===== config.mk =====
export PLATFORM = sky130hd
export DESIGN_NAME = store_buffer
export DESIGN_NICKNAME = d
export VERILOG_FILES = /design/src/rtl/store_buffer.sv
export SDC_FILE = /design/constraint.sdc
export NUM_CORES = 1
export LEC_CHECK = 0
export CAP_MARGIN = 20
export CORE_MARGIN = 1.5
export CORE_UTILIZATION = 40
export DETAILED_ROUTE_END_ITERATION = 8
export PLACE_DENSITY = 0.69
export SLEW_MARGIN = 0
export SYNTH_ARGS = -nofsm -noshare
export SYNTH_HDL_FRONTEND = slang
export SYNTH_SLANG_ARGS = --single-unit

===== constraint.sdc =====
create_clock -name clk -period 5.2 [get_ports clk]
set_input_delay 1.56 -clock clk [delete_from_list [all_inputs] [get_ports clk]]
set_output_delay 1.56 -clock clk [all_outputs]
set_load 0.03 [all_outputs]

===== src/rtl/store_buffer.sv =====
// Posted-write store buffer between EX/MEM and data memory, with store-to-load forwarding.
// Optional: define STORE_BUF_COALESCE_EN to merge a store into the youngest matching entry.
module store_buffer #(
   parameter int DEPTH = 4,
   parameter int AW    = 12,
   parameter int DW    = 16
) (
   input  logic          clk,
   input  logic          rst,
   input  logic          MemRead,
   input  logic          MemWrite,
   input  logic [AW-1:0] address,
   input  logic [DW-1:0] writeData,
   output logic [DW-1:0] readData,
   output logic          stall,
   output logic          empty,
   output logic [AW-1:0] memAddress,
   output logic [DW-1:0] memWriteData,
   output logic          memWrite,
   output logic          memRead,
   input  logic [DW-1:0] memReadData
);

   localparam int PW = $clog2(DEPTH);
   localparam int CW = PW + 1;

   logic [AW-1:0] addrMem [DEPTH];
   logic [DW-1:0] dataMem [DEPTH];
   logic [PW-1:0] head;
   logic [PW-1:0] tail;
   logic [CW-1:0] count;

   logic          full;
   logic          pop;
   logic          push;
   logic          coalesce;
   logic          fwdHit;
   logic [DW-1:0] fwdData;
`ifdef STORE_BUF_COALESCE_EN
   logic [PW-1:0] matchIdx;
`endif

   assign full  = (count == CW'(DEPTH));
   assign empty = (count == '0);
   assign pop   = (count != '0) && !MemRead;

   // Walk entries oldest to youngest so the last hit is the youngest match.
   always_comb begin
      logic [PW-1:0] idx;
      idx     = '0;
      fwdHit  = 1'b0;
      fwdData = '0;
`ifdef STORE_BUF_COALESCE_EN
      matchIdx = head;
`endif
      for (int i = 0; i < DEPTH; i++) begin
         idx = head + PW'(i);
         if ((CW'(i) < count) && (addrMem[idx] == address)) begin
            fwdHit  = 1'b1;
            fwdData = dataMem[idx];
`ifdef STORE_BUF_COALESCE_EN
            matchIdx = idx;
`endif
         end
      end
   end

`ifdef STORE_BUF_COALESCE_EN
   // A head-only match that pops this cycle would vanish, so it gets a fresh entry instead.
   assign coalesce = MemWrite && fwdHit && !((matchIdx == head) && pop);
`else
   assign coalesce = 1'b0;
`endif

   assign stall = MemWrite && full && !coalesce;
   assign push  = MemWrite && !full && !coalesce;

   assign readData = (MemRead && fwdHit) ? fwdData : memReadData;

   always_comb begin
      memRead      = MemRead;
      memWrite     = pop;
      memAddress   = address;
      memWriteData = '0;
      if (pop) begin
         memAddress   = addrMem[head];
         memWriteData = dataMem[head];
      end
   end

   always_ff @(posedge clk or posedge rst) begin
      if (rst) begin
         head  <= '0;
         tail  <= '0;
         count <= '0;
      end else begin
         if (push) tail <= tail + PW'(1);
         if (pop)  head <= head + PW'(1);
         count <= count + CW'(push) - CW'(pop);
      end
   end

   // Entry storage is deliberately left out of reset; count alone defines validity.
   always_ff @(posedge clk) begin
      if (push) begin
         addrMem[tail] <= address;
         dataMem[tail] <= writeData;
      end
`ifdef STORE_BUF_COALESCE_EN
      if (coalesce) dataMem[matchIdx] <= writeData;
`endif
   end

endmodule

# Word level (Yosys, flattened, before mapping)
# Memory sizes are Yosys's and may differ from the RTL's.
# Cells that the tools add are included.
# word_totals
regBits	7
in_bits	48
output_inout_bits	48
mem_bits_rw	112
mem_count	2
# memory_table
name	depth	width	read_ports	rd_clocked_by_memory_dff	wr	line_no	text
dataMem	4	16	4	0	1	28	logic [DW-1:0] dataMem [DEPTH];
addrMem	4	12	4	0	1	27	logic [AW-1:0] addrMem [DEPTH];
# op_classes
mux	13
n_reduce_logical	12
eq_ne	5
addsub	6
order_cmp	4
# op_table
operator	count
$mux W16	6
$eq A12 B12 Y1	4
$mux W12	1
$logic_and A1 B1 Y1	8
$lt A1 B3 Y1 const A	2
$lt A2 B3 Y1 const A	2
$mux W1	6
$add A2 B1 Y2 const B	2
$add A2 B2 Y2 const B	2
$add A3 B1 Y3	1
$eq A3 B3 Y1 const B	1
$logic_not A3 Y1	1
$reduce_bool A3 Y1	1
$sub A3 B1 Y3	1
$logic_not A1 Y1	2

# Logic depth before layout (Yosys ltp)
# Gate-level depths: netlist of the first run.
# An unclocked memory read counts as a cell.
# depth
word_depth	9
mapped_depth	14
mapped_depth_nobuf	9

# Least setup slack after synthesis of the first run
# Ideal clock, no wire load.
# synth_timing
path_type	input -> output
start	input address[4]
end	output readData[10]
setup_slack_ns	-0.081
arrival_time_ns	3.721
t_required_ns	3.640
path_stages	9
path_cell_list	buf_1 > xor2_1 > nand4_1 > a2111oi_2 > and2_1 > buf_4 > o31a_4 > buf_2 > o22a_1
# synth_between
elab_chain_cells	8
word_cells_on_any_way	18
cone_classes	eq/ne: 4; mux: 9; reduce/logical: 5
# synth_lines
element	line_no	text
start: declaration	12	input logic [AW-1:0] address,
$eq A12 B12 Y1	58	if ((CW'(i) < count) && (addrMem[idx] == address)) begin
$logic_and A1 B1 Y1	58	
$mux W1 (4 in series)	58	
$logic_and A1 B1 Y1	78	assign readData = (MemRead && fwdHit) ? fwdData : memReadData;
$mux W16 (*)	78	
end: declaration	14	output logic [DW-1:0] readData,
# Every way passes the cells marked *; elsewhere a longest branch is shown, timed or not.

# Worst setup path in the final report of the first run
# layout_timing
start	input address[4]
end	output readData[2]
# Same word-level chain as after synthesis.

==> summary.md, run 1 <==
| Metric | Value |
|---|---|
| DRC Markers | 0 |
| Ant diodes | 0 |
| Num Clock Sinks | 119 |
| R2R Path Start | count[1] |
| FF-to-FF End | count[2] |
| Least-Margin Pin Slew | 0.955 ns |
| Max_cap viols | 0 |
| Gate power share | between 50 and 60% |
| Die X | 147 µm |
| # hold bufs at CTS | 0 |
| Ys Warns | 0 |
| Syn avg cell area | 11.9 µm² |
| Synth area leader | edfxtp_1 |
| First-pass DRT Iterations | 5 |
| Most used flip-flop cell after synthesis | edfxtp_1 |
| Total Routed Length | 22800 µm |
| Power density cells | 514 nW/µm² |
| Hold path depth | 1 |
| Clock Pin Slew Worst Setup and Hold Paths | approximately 0.060 ns |
| Top cells by area, synth | edfxtp_1 41%, mux2i_1 8.7%, mux4_2 8.1%, nand2_1 4.0%, mux2_2 3.8% |
| Outcome | finished, violations left |
| Starting Density | 40.9% |
| Launch point of the worst path | address[4] |
| Post-route clock period utilization | 100% |
| Core ar. | 20300 µm² |
| Largest net degree at the start of global routing | 67 |
| Final hold vios | 0 |
| Worst Hold Path EP | count[0] |
| Initial DRC Count | 635 |
| Power Internal | 3.47 mW |
| Congestion Overflow GR | 0 |
| Synthesized flop and latch total | 119 |
| Post-DRT Antenna Nets | 0 |
| Switching share of total power | between 40% and 50% |
| Worst hold slack | 0.623 ns |
| Static Leak | slightly above 4 nW |
| CP Max Fanout | 8 |
| Clk_lat worst skew | about 0.42 ns |
| Wire per inst | between 20 and 25 µm |
| Clock power share | 21.7% |
| Relative slew slack | a little over a third |
| H-tree levels | 4 |
| Switching power | between 2 and 2.5 mW |
| Number of global-route vias before repair | approximately 6400 |
| Overall Global Routing Usage | approximately a fifth |
| HP Start | count[0] |
| Die H | around 150 µm |
| Global placer's final weighted congestion | 0.800 |
| Vias | approximately 6500 |
| Critical path class | in2out |
| Setup Skew | 0.00769 ns |
| Top-area cell type share of the netlist area | 40.5% |
| Syn Nets | about 750 |
| Via/cell ratio | 5.72 |
| Crit path launch type | primary input |
| Peak VDD IR | 0.000430 V |
| Clock Tree Buf Depth | 2 |
| RSZ-0062 raised after global routing | true |
| Post-layout nets | 902 |
| Critical path data required time | about 3.6 ns |
| Detailed Place HPWL | 14400 µm |
| FP Rows | 52 |
| Final setup fails | 4 |
| Die ar. | 21600 µm² |
| Initial antenna violation count | 0 |
| Commonest non-fill, non-tap cells in the layout | 112 x edfxtp_1, 86 x nand2_1, 86 x buf_4 |
| Syn Inst Count | between 600 and 700 |
| Share of layout cells above drive strength 1 | between 40 and 50% |
| Area delta synth->final | 37.1% |
| Reg2Reg Depth | 10 |
| Crit end category | primary output |
| Number of synthesized flops with an enable pin | 112 |
| Setup WS post-layout | -0.00680 ns |
| First-pass GRT wire length | around 35000 µm |
| Fin. max-slew vios | 0 |
| Root Buffer | clkbuf_16 |
| CTS tree | built |
| Max Clk Rate | about 190 MHz |
| CTS buffer count | 17 |
| Reg2Reg Setup Slack | 2.65 ns |
| Port bufs | 95 |
| Most common cell after layout, fill and taps aside | edfxtp_1 |
| I/O pins | 96 |
| Async set-reset flop share out of synthesis | 5.88% |
| Worst min path class | reg2reg |
| Register share of total power | 24.0% |
| Critical Path AT | 3.65 ns |
| Post-synthesis instance area | between 8000 and 9000 µm² |
| Cell variety after synth | 51 |
| Seq/Total Area, Yosys | 42.6% |
| Violated checks | negative setup slack |
| Worst slack, placed | -0.597 ns |
| Tmin final | approximately 5.2 ns |
-- logic make-up after synthesis --
| group | after synthesis | synth area share [%] |
|---|---|---|
| AOI/OAI and AO/OA | 115 | 11.8 |
| xor gates and xnor gates | 50 | 5.28 |
| adders and majority gates | 9 | 1.45 |
| buffers and inverters | 80 | 5.02 |
| DFF | 119 | 42.6 |
| muxes | 135 | 22.2 |
| and+or+nand+nor | 189 | 11.6 |
-- worst max-delay path: stages --
cell and delay [ns]:
buf_2 0.15, buf_4 0.15, xnor2_1 0.11, nand4_1 0.23, nor4_4 0.05, buf_4 0.16, or2_4 0.27, buf_6 0.14
o31a_4 0.41, o22a_1 0.26, buf_6 0.15
-- worst max path at each step --
stage	to	slack (ns)
after detailed placement	readData[2]	-0.60
after global routing	readData[15]	-0.08
after global placement	readData[14]	-0.55
after floorplan	readData[10]	0.04
after CTS	readData[2]	-0.02
final	readData[2]	-0.007
-- cell usage after synthesis (11+ instances only) --
master and n:
buf_2 11, edfxtp_1 112, xnor2_1 36, mux2_2 28
nand2_1 88, inv_1 13, nor2_1 19, xor2_1 14
a21oi_1 20, o311ai_0 17, a211oi_1 15, mux4_2 30
o22a_1 16, mux2i_1 72, o2111ai_1 16, clkbuf_1 32
nand3b_1 16, nand3_1 18, and2_1 22
-- metrics by stage --
step	TNS [ns]	cell area [µm²]	instances	util [%]	total power [mW]
CTS	-0.0456	11100	1120	54.8	5.75
global placement	-7.96	9790	1064	48.2	4.23
floorplan	0	8330	697	-	3.55
detailed placement	-8.75	9790	1064	48.2	4.26
global route	-0.629	11400	1128	56.1	6.16
finish	-0.0171	11400	1128	56.1	5.85
-- metal layers --
metal  global-route usage [%]  routed length [µm]
met3                     4.01                1350
met2                     35.1               11000
met5                        0                   0
met1                     27.1                9680
met4                     9.75                 771
-- layout make-up --
cell class	instances	area, µm²
fill	1653	8920
multi-input combinational	499	4900
sequential	119	3550
timing repair buffer	195	1910
clock buffer	17	425
tap	270	338
clock inverter	15	214
inverter	13	48.8
-- repair_timing --
item,4_1_cts,5_1_grt
setup endpoints to repair,16,16
cloned,6,0
gates resized for setup,160,45
buffers inserted,22,11
pin swaps,50,38
-- power groups by stage --
stage | clock (mW) | combinational, mW | sequential [mW]
detailed placement | 0 | 2.77 | 1.49
global placement | 0 | 2.75 | 1.48
finish | 1.27 | 3.18 | 1.40
global route | 1.33 | 3.40 | 1.42
CTS | 1.29 | 3.03 | 1.43
floorplan | 0 | 2.18 | 1.38
-- flip-flops by register name (all words and copies together) (netlist names) --
register  count
head          2
addrMem      48
dataMem      64
tail          2
count         3
Note: power is estimated with default switching activity, not from simulation.
==> run 2: changes to the inputs <==
Settings changed: CTS_CLUSTER_DIAMETER set to 60, SLEW_MARGIN 0 to 20.
==> results of run 2 <==
Final layout, timing and power as in run 1 (identical DEF).
==> run 3: changes to the inputs <==
Settings changed: CORE_MARGIN 1.5 to 4.
==> run 3 against run 2 <==
Against the previous run: the flow still finishes with violations (negative setup slack); register-to-register slack improved by 0.19 ns; combinational power rose by 2%; via count is 2.3% higher; wire length is 2.9% higher; sequential share of layout area is 0.24 points lower; flip-flop and latch count did not move; critical path type unchanged; largest power group unchanged; highest routed layer unchanged.
==> summary.md, run 3 (synthesis results as in run 1) <==
| Metric | Value |
|---|---|
| Outcome | finished, violations left |
| Violated checks | negative setup slack |
| Detailed Place HPWL | between 15000 and 20000 µm |
| Worst slack, placed | -0.592 ns |
| Power density cells | 506 nW/µm² |
| RSZ-0062 raised after global routing | true |
| Reg2Reg Depth | 9 |
| Max reg flops | 64 |
| Setup WS post-layout | -0.0767 ns |
| Via/cell ratio | 5.77 |
| Least-Margin Pin Slew | 0.983 ns |
| Slowest-stage cell, CP | nor4_4 |
| Worst min path class | reg2reg |
| Critical path class | in2out |
| Launch point of the worst path | address[11] |
| Final hold vios | 0 |
| Core ar. | 20300 µm² |
| Placed cells | 1081 |
| Crit end category | primary output |
| Top flop regs | dataMem (64), addrMem (48), count (3) |
| H-tree levels | 4 |
| Die H | between 150 and 200 µm |
| Initial antenna violation count | 1 |
| Die ar. | approximately 23000 µm² |
| Num Clock Sinks | ~120 |
| Fillers | 1652 |
| Crit path launch type | primary input |
| Post-layout nets | approximately 900 |
| Clk_lat worst skew | between 0.4 and 0.5 ns |
| FP Rows | 52 |
| Overall Global Routing Usage | 19.6% |
| Max_cap viols | 0 |
| Buf+Inv Stages, Crit Path | 5 |
| Vias | 6600 |
| Hold path depth | 1 |
| I/O pins | between 90 and 100 |
| First-pass DRT Iterations | 5 |
| Die X | 152 µm |
| Worst Hold Path EP | count[0] |
| CTS tree | built |
| Setup Skew | 0.00773 ns |
| Initial DRC Count | 596 |
| Critical Path AT | 3.72 ns |
| FF-to-FF End | count[2] |
| CP most frequent cell | buf_6 |
| Relative slew slack | 34.5% |
| Clock Tree Buf Depth | 2 |
| Port bufs | 95 |
| Largest reg by FF count | dataMem |
| Commonest non-fill, non-tap cells in the layout | 112 x edfxtp_1, 92 x buf_4, 87 x nand2_1 |
| R2R Path Start | count[1] |
| Clock Pin Slew Worst Setup and Hold Paths | 0.06 ns |
| Total Power | 5.80 mW |
| Peak VDD IR | around 0.00030 V |
| Tmin final | 5.28 ns |
| Wire per inst | 20.6 µm |
| CP Cell Sequence | buf_8, or2_4, mux2i_1, o2111ai_2, nor4_4, buf_6, buf_6, clkbuf_16, nand3b_1, a311oi_4, o22a_2, buf_6 |
| Fin. max-slew vios | 0 |
| Static Leak | approximately 4.2 nW |
| Worst path top cell family by delay | simple AND/OR/NAND/NOR gates |
| Congestion Overflow GR | 0 |
| First-pass GRT wire length | between 30000 and 40000 µm |
| HP Start | count[0] |
| CTS buffer count | 17 |
| Share of layout cells above drive strength 1 | 40.8% |
| Final setup fails | 14 |
| Post-DRT Antenna Nets | 0 |
| DRC Markers | 0 |
| Area delta synth->final | 38.2% |
| Max Clk Rate | 190 MHz |
| Largest net degree at the start of global routing | 68 |
| Global placer's final weighted congestion | 0.855 |
| Number of global-route vias before repair | 6570 |
| Reg2Reg Setup Slack | 2.84 ns |
| Most common cell after layout, fill and taps aside | edfxtp_1 |
| CP Max Fanout | 5 |
| Root Buffer | clkbuf_16 |
| Post-route clock period utilization | 101% |
| Total Routed Length | 23500 µm |
| Sum Neg Setup Slack | -0.490 ns |
| Starting Density | 40.9% |
| Max incr delay on CP | 0.39 ns |
| Worst hold slack | 0.634 ns |
| Critical path data required time | 3.64 ns |
| Final std cells w/o fill | between 1000 and 1500 |
[run 3: power breakdown]
group	leakage (nW)	switching (mW)	internal (mW)
Sequential	1.11	0.165	1.28
Combinational	2.82	1.81	1.44
Clock	0.259	0.444	0.656
Total	4.19	2.42	3.38
[run 3: worst max path at each step]
stage,depth (start not counted),slack [ns],end
detailed placement,12,-0.59,readData[6]
floorplan,10,0.04,readData[10]
global placement,11,-0.56,readData[3]
global route,11,-0.14,readData[14]
CTS,11,-0.02,readData[5]
finish,12,-0.08,readData[6]
[run 3: worst reg2reg max path: stages, from the launching register on]
cell and delay [ns]:
dfrtp_1 0.45, nor3_1 0.46, nor2_2 0.07, buf_4 0.19, ha_1 0.29, inv_1 0.06
ha_1 0.14, inv_1 0.05, fa_1 0.37, xor2_1 0.17
[run 3: what timing repair did]
action	in CTS	in global routing
setup buffers	16	12
resized for setup	138	74
cloned	5	1
hold buffers	0	0
setup endpoints to repair	16	16
pin swaps	42	41
[run 3: stage by stage]
| stage | cell area [µm²] | utilization [%] |
|---|---|---|
| final | 11500 | 56.5 |
| after global routing | 11500 | 56.5 |
| after CTS | 11000 | 54.3 |
| after detailed placement | 9900 | 48.8 |
| after global placement | 9900 | 48.8 |
| after floorplan | 8330 | - |
[run 3: area by class of cell]
cell class	count	area (µm²)	share of cell area, %
flip-flops and latches	119	3550	30.9
repair buffers	209	2020	17.7
clock buffers	17	425	3.71
inverters	13	48.8	0.425
diodes	1	2.50	0.0218
well taps	270	338	2.95
multi-input cells	499	4950	43.2
clock inverters	15	130	1.13
[run 3: layer usage]
layer  GRT usage, %  routed length [µm]
met1           25.7                9600
met2           32.0               11700
met3           3.56                1380
met4           8.48                 853
met5              0                   0
